===== src/rtl/brpred_perf_monitor_if.sv =====
// Monitor tap bus: the pipeline-side signals observed by the branch
// predictor performance monitor. The driver side (CPU or bench) uses the
// master view and the monitor uses the slave view.
interface brpred_perf_monitor_if #(
    parameter int ADDR_W = 30,
    parameter int DATA_W = 32
);

    logic              stall;
    logic              flush;
    logic              brType;
    logic [ADDR_W-1:0] iAddr;
    logic [ADDR_W-1:0] addr;
    logic [DATA_W-1:0] data;
    logic              wen;

    modport master (
        output stall,
        output flush,
        output brType,
        output iAddr,
        output addr,
        output data,
        output wen
    );

    modport slave (
        input stall,
        input flush,
        input brType,
        input iAddr,
        input addr,
        input data,
        input wen
    );

endinterface


===== src/rtl/brpred_perf_monitor.sv =====
// Branch predictor performance monitor.
// Watches the pipeline through the monitor tap bus, counts stalls, flushes,
// branches and fetched instructions, and tracks a sequence of self-test
// parts that report their result by writing to data-memory word address 0
// (data 0 = pass, anything else = fail). Once every part has passed, or the
// optional cycle limit expires, all statistics freeze and finish_o rises.
module brpred_perf_monitor #(
    parameter int          NUM_PARTS = 3,
    parameter int          CNT_W     = 16,
    parameter int          ERR_W     = 8,
    parameter int          ADDR_W    = 30,
    parameter int          DATA_W    = 32,
    parameter int unsigned TIMEOUT   = 0
) (
    input  logic                     clk,
    input  logic                     rst,
    brpred_perf_monitor_if.slave     bus_i,
    output logic [ERR_W-1:0]         errorNum_o,
    output logic [CNT_W-1:0]         duration_o,
    output logic [CNT_W-1:0]         stallCycles_o,
    output logic [CNT_W-1:0]         flushTimes_o,
    output logic [CNT_W-1:0]         branchCount_o,
    output logic [CNT_W-1:0]         instructionCount_o,
    output logic [NUM_PARTS-1:0]     partDone_o,
    output logic                     finish_o,
    output logic                     timeout_o
);

    // Part index width; kept at least one bit so a single-part build still elaborates.
    localparam int IDX_W = (NUM_PARTS > 1) ? $clog2(NUM_PARTS) : 1;
    localparam logic [IDX_W-1:0] LAST_IDX = IDX_W'(NUM_PARTS - 1);

    // A cycle limit that the duration counter can never represent would never fire,
    // so it is disabled outright instead of being truncated into a false match.
    localparam bit TIMEOUT_EN = (TIMEOUT != 0) &&
                                ((CNT_W >= 32) ||
                                 (64'(TIMEOUT) <= ((64'd1 << CNT_W) - 64'd1)));
    localparam logic [CNT_W-1:0] TIMEOUT_CNT = CNT_W'(TIMEOUT);

    typedef enum logic {
        WEN_ARMED,
        WEN_HELD
    } wenState_e;

    typedef enum logic {
        MON_PART,
        MON_DONE
    } monState_e;

    wenState_e          wenState_q, wenState_d;
    monState_e          state_q, state_d;
    logic [IDX_W-1:0]   partIdx_q, partIdx_d;
    logic [NUM_PARTS-1:0] partDone_q, partDone_d;
    logic [ERR_W-1:0]   errorNum_q, errorNum_d;
    logic [CNT_W-1:0]   duration_q, duration_d;
    logic [CNT_W-1:0]   stallCycles_q, stallCycles_d;
    logic [CNT_W-1:0]   flushTimes_q, flushTimes_d;
    logic [CNT_W-1:0]   branchCount_q, branchCount_d;
    logic [CNT_W-1:0]   instrCount_q, instrCount_d;
    logic [ADDR_W-1:0]  prevAddr_q, prevAddr_d;
    logic               timeout_q, timeout_d;

    logic               writeAccept;
    logic [ADDR_W-1:0]  wrAddr;
    logic [DATA_W-1:0]  wrData;

    // Saturating increment for the performance counters.
    function automatic logic [CNT_W-1:0] satCnt(input logic [CNT_W-1:0] v, input logic en);
        return (en && (v != '1)) ? v + CNT_W'(1) : v;
    endfunction

    // Saturating increment for the error counter.
    function automatic logic [ERR_W-1:0] satErr(input logic [ERR_W-1:0] v, input logic en);
        return (en && (v != '1)) ? v + ERR_W'(1) : v;
    endfunction

    assign wrAddr = bus_i.addr;
    assign wrData = bus_i.data;

    // A long wen pulse is one write: only the first cycle of the pulse counts.
    assign writeAccept = bus_i.wen && (wenState_q == WEN_ARMED);

    // Write-accept tracker: armed while wen is low, held while wen stays high.
    always_comb begin
        wenState_d = wenState_q;
        case (wenState_q)
            WEN_ARMED: if (bus_i.wen)  wenState_d = WEN_HELD;
            WEN_HELD:  if (!bus_i.wen) wenState_d = WEN_ARMED;
            default:   wenState_d = WEN_ARMED;
        endcase
    end

    // Main sequencing and statistics: advance through the parts on pass writes,
    // count events while running, and freeze everything once done.
    always_comb begin
        state_d       = state_q;
        partIdx_d     = partIdx_q;
        partDone_d    = partDone_q;
        errorNum_d    = errorNum_q;
        duration_d    = duration_q;
        stallCycles_d = stallCycles_q;
        flushTimes_d  = flushTimes_q;
        branchCount_d = branchCount_q;
        instrCount_d  = instrCount_q;
        timeout_d     = timeout_q;
        prevAddr_d    = bus_i.iAddr;

        if (state_q == MON_PART) begin
            duration_d    = satCnt(duration_q, 1'b1);
            stallCycles_d = satCnt(stallCycles_q, bus_i.stall);
            flushTimes_d  = satCnt(flushTimes_q, bus_i.flush);
            branchCount_d = satCnt(branchCount_q, bus_i.brType);
            instrCount_d  = satCnt(instrCount_q, bus_i.iAddr != prevAddr_q);

            if (writeAccept && (wrAddr == '0)) begin
                if (wrData == '0) begin
                    partDone_d[partIdx_q] = 1'b1;
                    if (partIdx_q == LAST_IDX) begin
                        state_d = MON_DONE;
                    end else begin
                        partIdx_d = partIdx_q + IDX_W'(1);
                    end
                end else begin
                    errorNum_d = satErr(errorNum_q, 1'b1);
                end
            end

            // A pass in the final cycle wins; the limit only fires if the run is still open.
            if (TIMEOUT_EN && (state_d != MON_DONE) && (duration_d == TIMEOUT_CNT)) begin
                state_d   = MON_DONE;
                timeout_d = 1'b1;
            end
        end
    end

    // State and statistics registers with asynchronous clear.
    always_ff @(posedge clk or posedge rst) begin
        if (rst) begin
            wenState_q    <= WEN_ARMED;
            state_q       <= MON_PART;
            partIdx_q     <= '0;
            partDone_q    <= '0;
            errorNum_q    <= '0;
            duration_q    <= '0;
            stallCycles_q <= '0;
            flushTimes_q  <= '0;
            branchCount_q <= '0;
            instrCount_q  <= '0;
            prevAddr_q    <= '0;
            timeout_q     <= 1'b0;
        end else begin
            wenState_q    <= wenState_d;
            state_q       <= state_d;
            partIdx_q     <= partIdx_d;
            partDone_q    <= partDone_d;
            errorNum_q    <= errorNum_d;
            duration_q    <= duration_d;
            stallCycles_q <= stallCycles_d;
            flushTimes_q  <= flushTimes_d;
            branchCount_q <= branchCount_d;
            instrCount_q  <= instrCount_d;
            prevAddr_q    <= prevAddr_d;
            timeout_q     <= timeout_d;
        end
    end

    assign errorNum_o         = errorNum_q;
    assign duration_o         = duration_q;
    assign stallCycles_o      = stallCycles_q;
    assign flushTimes_o       = flushTimes_q;
    assign branchCount_o      = branchCount_q;
    assign instructionCount_o = instrCount_q;
    assign partDone_o         = partDone_q;
    assign timeout_o          = timeout_q;
    assign finish_o           = (state_q == MON_DONE);

endmodule


===== src/flat_wrapper.sv =====
// flat-port wrapper written by rule: the top's interface ports become plain ports
module brpred_perf_monitor_flat 
#(
    parameter int          NUM_PARTS = 3,
    parameter int          CNT_W     = 16,
    parameter int          ERR_W     = 8,
    parameter int          ADDR_W    = 30,
    parameter int          DATA_W    = 32,
    parameter int unsigned TIMEOUT   = 0
)
  (clk, rst, errorNum_o, duration_o, stallCycles_o, flushTimes_o, branchCount_o, instructionCount_o, partDone_o, finish_o, timeout_o, bus_i_stall, bus_i_flush, bus_i_brType, bus_i_iAddr, bus_i_addr, bus_i_data, bus_i_wen);
  brpred_perf_monitor_if #(.ADDR_W(ADDR_W), .DATA_W(DATA_W)) bus_i_i ();
  input  logic clk;
  input  logic rst;
  output logic [ERR_W-1:0] errorNum_o;
  output logic [CNT_W-1:0] duration_o;
  output logic [CNT_W-1:0] stallCycles_o;
  output logic [CNT_W-1:0] flushTimes_o;
  output logic [CNT_W-1:0] branchCount_o;
  output logic [CNT_W-1:0] instructionCount_o;
  output logic [NUM_PARTS-1:0] partDone_o;
  output logic finish_o;
  output logic timeout_o;
  input wire logic [$bits(bus_i_i.stall)-1:0] bus_i_stall;
  input wire logic [$bits(bus_i_i.flush)-1:0] bus_i_flush;
  input wire logic [$bits(bus_i_i.brType)-1:0] bus_i_brType;
  input wire logic [$bits(bus_i_i.iAddr)-1:0] bus_i_iAddr;
  input wire logic [$bits(bus_i_i.addr)-1:0] bus_i_addr;
  input wire logic [$bits(bus_i_i.data)-1:0] bus_i_data;
  input wire logic [$bits(bus_i_i.wen)-1:0] bus_i_wen;
  assign bus_i_i.stall = bus_i_stall;
  assign bus_i_i.flush = bus_i_flush;
  assign bus_i_i.brType = bus_i_brType;
  assign bus_i_i.iAddr = bus_i_iAddr;
  assign bus_i_i.addr = bus_i_addr;
  assign bus_i_i.data = bus_i_data;
  assign bus_i_i.wen = bus_i_wen;
  brpred_perf_monitor #(.NUM_PARTS(NUM_PARTS), .CNT_W(CNT_W), .ERR_W(ERR_W), .ADDR_W(ADDR_W), .DATA_W(DATA_W), .TIMEOUT(TIMEOUT)) u_core (.clk(clk), .rst(rst), .bus_i(bus_i_i), .errorNum_o(errorNum_o), .duration_o(duration_o), .stallCycles_o(stallCycles_o), .flushTimes_o(flushTimes_o), .branchCount_o(branchCount_o), .instructionCount_o(instructionCount_o), .partDone_o(partDone_o), .finish_o(finish_o), .timeout_o(timeout_o));
endmodule

===== config.mk =====
export PLATFORM = sky130hd
export DESIGN_NAME = brpred_perf_monitor_flat
export DESIGN_NICKNAME = d
export VERILOG_FILES = /design/src/rtl/brpred_perf_monitor_if.sv /design/src/rtl/brpred_perf_monitor.sv /design/src/flat_wrapper.sv
export SDC_FILE = /design/constraint.sdc
export NUM_CORES = 1
export LEC_CHECK = 0
export BUFFER_PORTS_ARGS = -buffer_cell sky130_fd_sc_hd__buf_2
export CAP_MARGIN = 20
export CORE_MARGIN = 2
export CORE_UTILIZATION = 50
export DETAILED_ROUTE_END_ITERATION = 8
export PLACE_DENSITY = 0.88
export SLEW_MARGIN = 20
export SYNTH_ARGS = -nofsm -noshare
export SYNTH_HDL_FRONTEND = slang
export SYNTH_SLANG_ARGS = --single-unit

===== constraint.sdc =====
create_clock -name clk -period 4.4 [get_ports clk]
set_clock_uncertainty 0.05 [all_clocks]
set_input_delay 0.66 -clock clk [delete_from_list [all_inputs] [get_ports clk]]
set_output_delay 0.66 -clock clk [all_outputs]
set_load 0.01 [all_outputs]

==> metrics.log <==
[metrics] placeable core area: 0.01084 sq mm
[metrics] DRC errors left: 0
[metrics] result of the run: finished, final reports clean
[metrics] worst path arrival time: 2.75 ns
[metrics] total area of multi-input combinational cells: 0.002344 sq mm
[metrics] final count of pins violating max slew: 0
[metrics] setup fix buffers added after clock tree synthesis: 0
[metrics] cts-stage hold buffer count: 0
[metrics] Post-synth top flop: sky130_fd_sc_hd__dfrtp_1
[metrics] clock period minus worst slack: 2.387 ns
[metrics] remaining max-slew budget at the tightest pin: 42.83%
[metrics] Sequential Area: 0.003128 sq mm
[metrics] IO buf count: 189
[metrics] count of final hold-check violations: 0
[metrics] number of instances resized during post-cts repair: 0
[metrics] wire length of the first global-routing pass: 20.89 mm
[metrics] overall via count from detail_route: 4355
[metrics] Hold/Removal Path Class: input port to flop
[metrics] number of H-tree levels: 4
[metrics] synthesized netlist net count: 566
[metrics] portion of the post-synthesis area used by sequential elements: 56.48%
[metrics] CP required: 4.76 ns
[metrics] number of design-rule violations left by the first detailed-router iteration: 302
[metrics] Critical R2R Capture: u_core.instructionCount_o[1]
[metrics] initial standard-cell utilization of the core: 51.08%
[metrics] share of flip-flops with an asynchronous set or reset: 100.0%
[metrics] height of the die: 109.2 um
[metrics] detailed-routing iteration count for the pre-antenna-repair pass: 4
[metrics] endpoint of the worst hold path: u_core.wenState_q
[metrics] number of top-level pins: 191
[metrics] element type at the critical path start: flop
[metrics] overall power of the completed layout: 2668 uW
[metrics] synthesized netlist cell count: 459
[metrics] biggest fanout along the worst timing path: 15
[metrics] overflow left after global routing: 0
[metrics] Reg-to-Reg Start: u_core.instructionCount_o[0]
[metrics] root cell of the clock tree: sky130_fd_sc_hd__clkbuf_8
[metrics] Unique masters post-synth: 43
[metrics] portion of the clock cycle consumed by the worst path in the final layout: 54.24%
[metrics] synthesis-stage register bit count: 125
[metrics] Power Dens Cells: 369.6 mW/mm^2
[metrics] die width: 109.2 um
[metrics] number of enable flip-flop cells after synthesis: 0
[metrics] clock transition time at the flip-flop clock pins of the worst setup and hold paths: 0.06 ns
[metrics] average cell area after synthesis: 12.06 sq um
[metrics] setup violation total in the final timing report: 0
[metrics] accumulated negative setup slack: 0 ns
[metrics] worst reg2reg path depth: 6
[metrics] total CTS buffers: 17
[metrics] Mapped Area: 0.005538 sq mm
[metrics] net count of the finished layout: 769
[metrics] count of yosys warnings during synthesis: 0
[metrics] leakage power: 0.003679 uW
[metrics] startpoint of the worst hold path: bus_i_wen
[metrics] unrepaired setup endpoints after global routing: false
[metrics] number of standard-cell rows in the floorplan: 38
[metrics] final weighted congestion in routability-driven placement: 0.8244
[metrics] count of filler cells inserted in the layout: 785
[metrics] Worst Setup End Kind: flop
[metrics] antenna violations before repair: 0
[metrics] insertion delay of the later-clocked pin in the worst-skew pair: 0.53 ns
[metrics] Max rail drop VDD: 266.7 uV
[metrics] share of cells above drive strength 1: 35.66%
[metrics] mean routed wirelength per cell: 16.49 um
[metrics] number of clock sinks seen by CTS: 125
[metrics] DRT Wirelength: 13.41 mm
[metrics] slew at the pin closest to its max-slew limit: 0.8576 ns
[metrics] Worst Hold Path Cells: 1
[metrics] clock tree from TritonCTS: built
[metrics] Setup CP Type: flop to flop
[metrics] count of max-cap constraint violations: 0
[metrics] pin count of the biggest net entering global routing: 73
[metrics] Total GRT Usage: 23.16%
[metrics] maximum buffer depth of the clock tree: 2
[metrics] diode count: 0
[metrics] via count of the first global-routing pass: 4489
[metrics] die footprint: 0.01193 sq mm
[metrics] number of vias per cell: 5.357
[metrics] post-detailed-placement half-perimeter wirelength: 9.801 mm
[metrics] number of nets with antenna violations after routing: 0
[metrics] fmax: 419.0 MHz
[metrics] R2R Setup Slk: 2.01 ns
[metrics] Area Overhead vs Synth: 30.37%
critical path, stage by stage (launching register included):
cell	delay [ns]
sky130_fd_sc_hd__dfrtp_1	0.42
sky130_fd_sc_hd__ha_1	0.23
sky130_fd_sc_hd__and3_1	0.20
sky130_fd_sc_hd__and3_1	0.23
sky130_fd_sc_hd__a41oi_2	0.60
sky130_fd_sc_hd__nand2_1	0.22
sky130_fd_sc_hd__mux2_2	0.32
worst max-delay path by stage:
stage / depth (start not counted) / end / from
floorplan: 1 / u_core.branchCount_o[0] / rst
global placement: 7 / u_core.instructionCount_o[1] / bus_i_iAddr[17]
detailed placement: 7 / u_core.instructionCount_o[1] / bus_i_iAddr[17]
CTS: 6 / u_core.instructionCount_o[1] / u_core.instructionCount_o[0]
global route: 6 / u_core.instructionCount_o[1] / u_core.prevAddr_q[20]
finish: 6 / u_core.instructionCount_o[1] / u_core.instructionCount_o[0]
synthesized netlist by cell type, types with 2 or more instances:
cell type | number | area share [%]
sky130_fd_sc_hd__a21o_1 | 3 | 0.41
sky130_fd_sc_hd__and2_1 | 6 | 0.68
sky130_fd_sc_hd__and3_1 | 20 | 2.3
sky130_fd_sc_hd__and4_1 | 3 | 0.47
sky130_fd_sc_hd__and4_4 | 2 | 0.41
sky130_fd_sc_hd__buf_2 | 2 | 0.18
sky130_fd_sc_hd__buf_6 | 2 | 0.41
sky130_fd_sc_hd__clkbuf_1 | 3 | 0.20
sky130_fd_sc_hd__dfrtp_1 | 125 | 56
sky130_fd_sc_hd__ha_1 | 9 | 2.0
sky130_fd_sc_hd__inv_1 | 6 | 0.41
sky130_fd_sc_hd__mux2_2 | 7 | 1.4
sky130_fd_sc_hd__nand2_1 | 34 | 2.3
sky130_fd_sc_hd__nand3_1 | 31 | 2.8
sky130_fd_sc_hd__nand4_1 | 34 | 3.8
sky130_fd_sc_hd__nand4_2 | 2 | 0.45
sky130_fd_sc_hd__nor2_1 | 15 | 1.0
sky130_fd_sc_hd__nor3_1 | 2 | 0.18
sky130_fd_sc_hd__nor4_1 | 18 | 2.0
sky130_fd_sc_hd__xnor2_1 | 88 | 14
sky130_fd_sc_hd__xor2_1 | 25 | 4.0
through the flow:
| stage | util (%) | cell area, sq um | hold WS [ns] | std cells | worst slack, ns |
|---|---|---|---|---|---|
| finish | 66.60 | 7219 | 0.2028 | 813 | 2.013 |
| global route | 66.60 | 7219 | 0.1868 | 813 | 1.795 |
| CTS | 66.53 | 7212 | 0.1737 | 813 | 1.701 |
| detailed placement | 61.18 | 6633 | 0.4059 | 783 | 1.613 |
| global placement | 61.18 | 6633 | 0.4060 | 783 | 1.689 |
| floorplan | - | 5538 | 0.4233 | 459 | 0.3624 |
registers in the layout, summed over array words and instances, names as in the netlist:
signal / count
u_core.flushTimes_o: 16
u_core.branchCount_o: 16
u_core.prevAddr_q: 30
u_core.partIdx_q: 2
u_core.wenState_q: 1
u_core.stallCycles_o: 16
u_core.errorNum_o: 8
u_core.instructionCount_o: 16
u_core.partDone_o: 3
u_core.duration_o: 16
u_core.finish_o: 1
placed cells by master, fill, tap and decap left out, types with 6 or more instances in the layout:
master / n
sky130_fd_sc_hd__dfrtp_1: 125
sky130_fd_sc_hd__nor4_1: 18
sky130_fd_sc_hd__nand3_1: 31
sky130_fd_sc_hd__ha_1: 9
sky130_fd_sc_hd__and2_1: 6
sky130_fd_sc_hd__nand4_1: 34
sky130_fd_sc_hd__and3_1: 20
sky130_fd_sc_hd__buf_2: 189
sky130_fd_sc_hd__nor2_1: 15
sky130_fd_sc_hd__xnor2_1: 88
sky130_fd_sc_hd__nand2_1: 34
sky130_fd_sc_hd__mux2_2: 7
sky130_fd_sc_hd__clkbuf_16: 16
sky130_fd_sc_hd__xor2_1: 25
final cells by class:
class,count,area share (%)
well taps,140,2.426
inverters,6,0.3466
repair buffers,192,13.41
clock inverters,7,1.560
multi-input cells,320,32.46
flip-flops and latches,125,43.33
clock buffers,23,6.464
routing by layer:
metal	global-route usage, %	part of all wire (%)
met5	0	0
met3	6.993	7.5
met2	41.44	51
met4	9.494	1.8
met1	25.55	39
kinds of logic (layout without fill, tap and decap cells):
family          Yosys count  in the layout  synth area share [%]
fa+ha+maj                 9              9                 2.033
compound gates           11             11                 2.463
flops                   125            125                 56.48
other cells               1              1               0.06772
xor+xnor                113            113                 17.87
mux                       7              7                 1.423
simple gates            179            179                 18.32
buf+inv                  14            228                 1.333
power breakdown:
group          internal [uW]  total (uW)  leakage (uW)  switching, uW
sequential              1170        1180       0.00166           9.16
combinational           52.1         108       0.00173           55.5
clock                    899        1380      0.000284            486
Note: power is estimated with default switching activity, not from simulation.
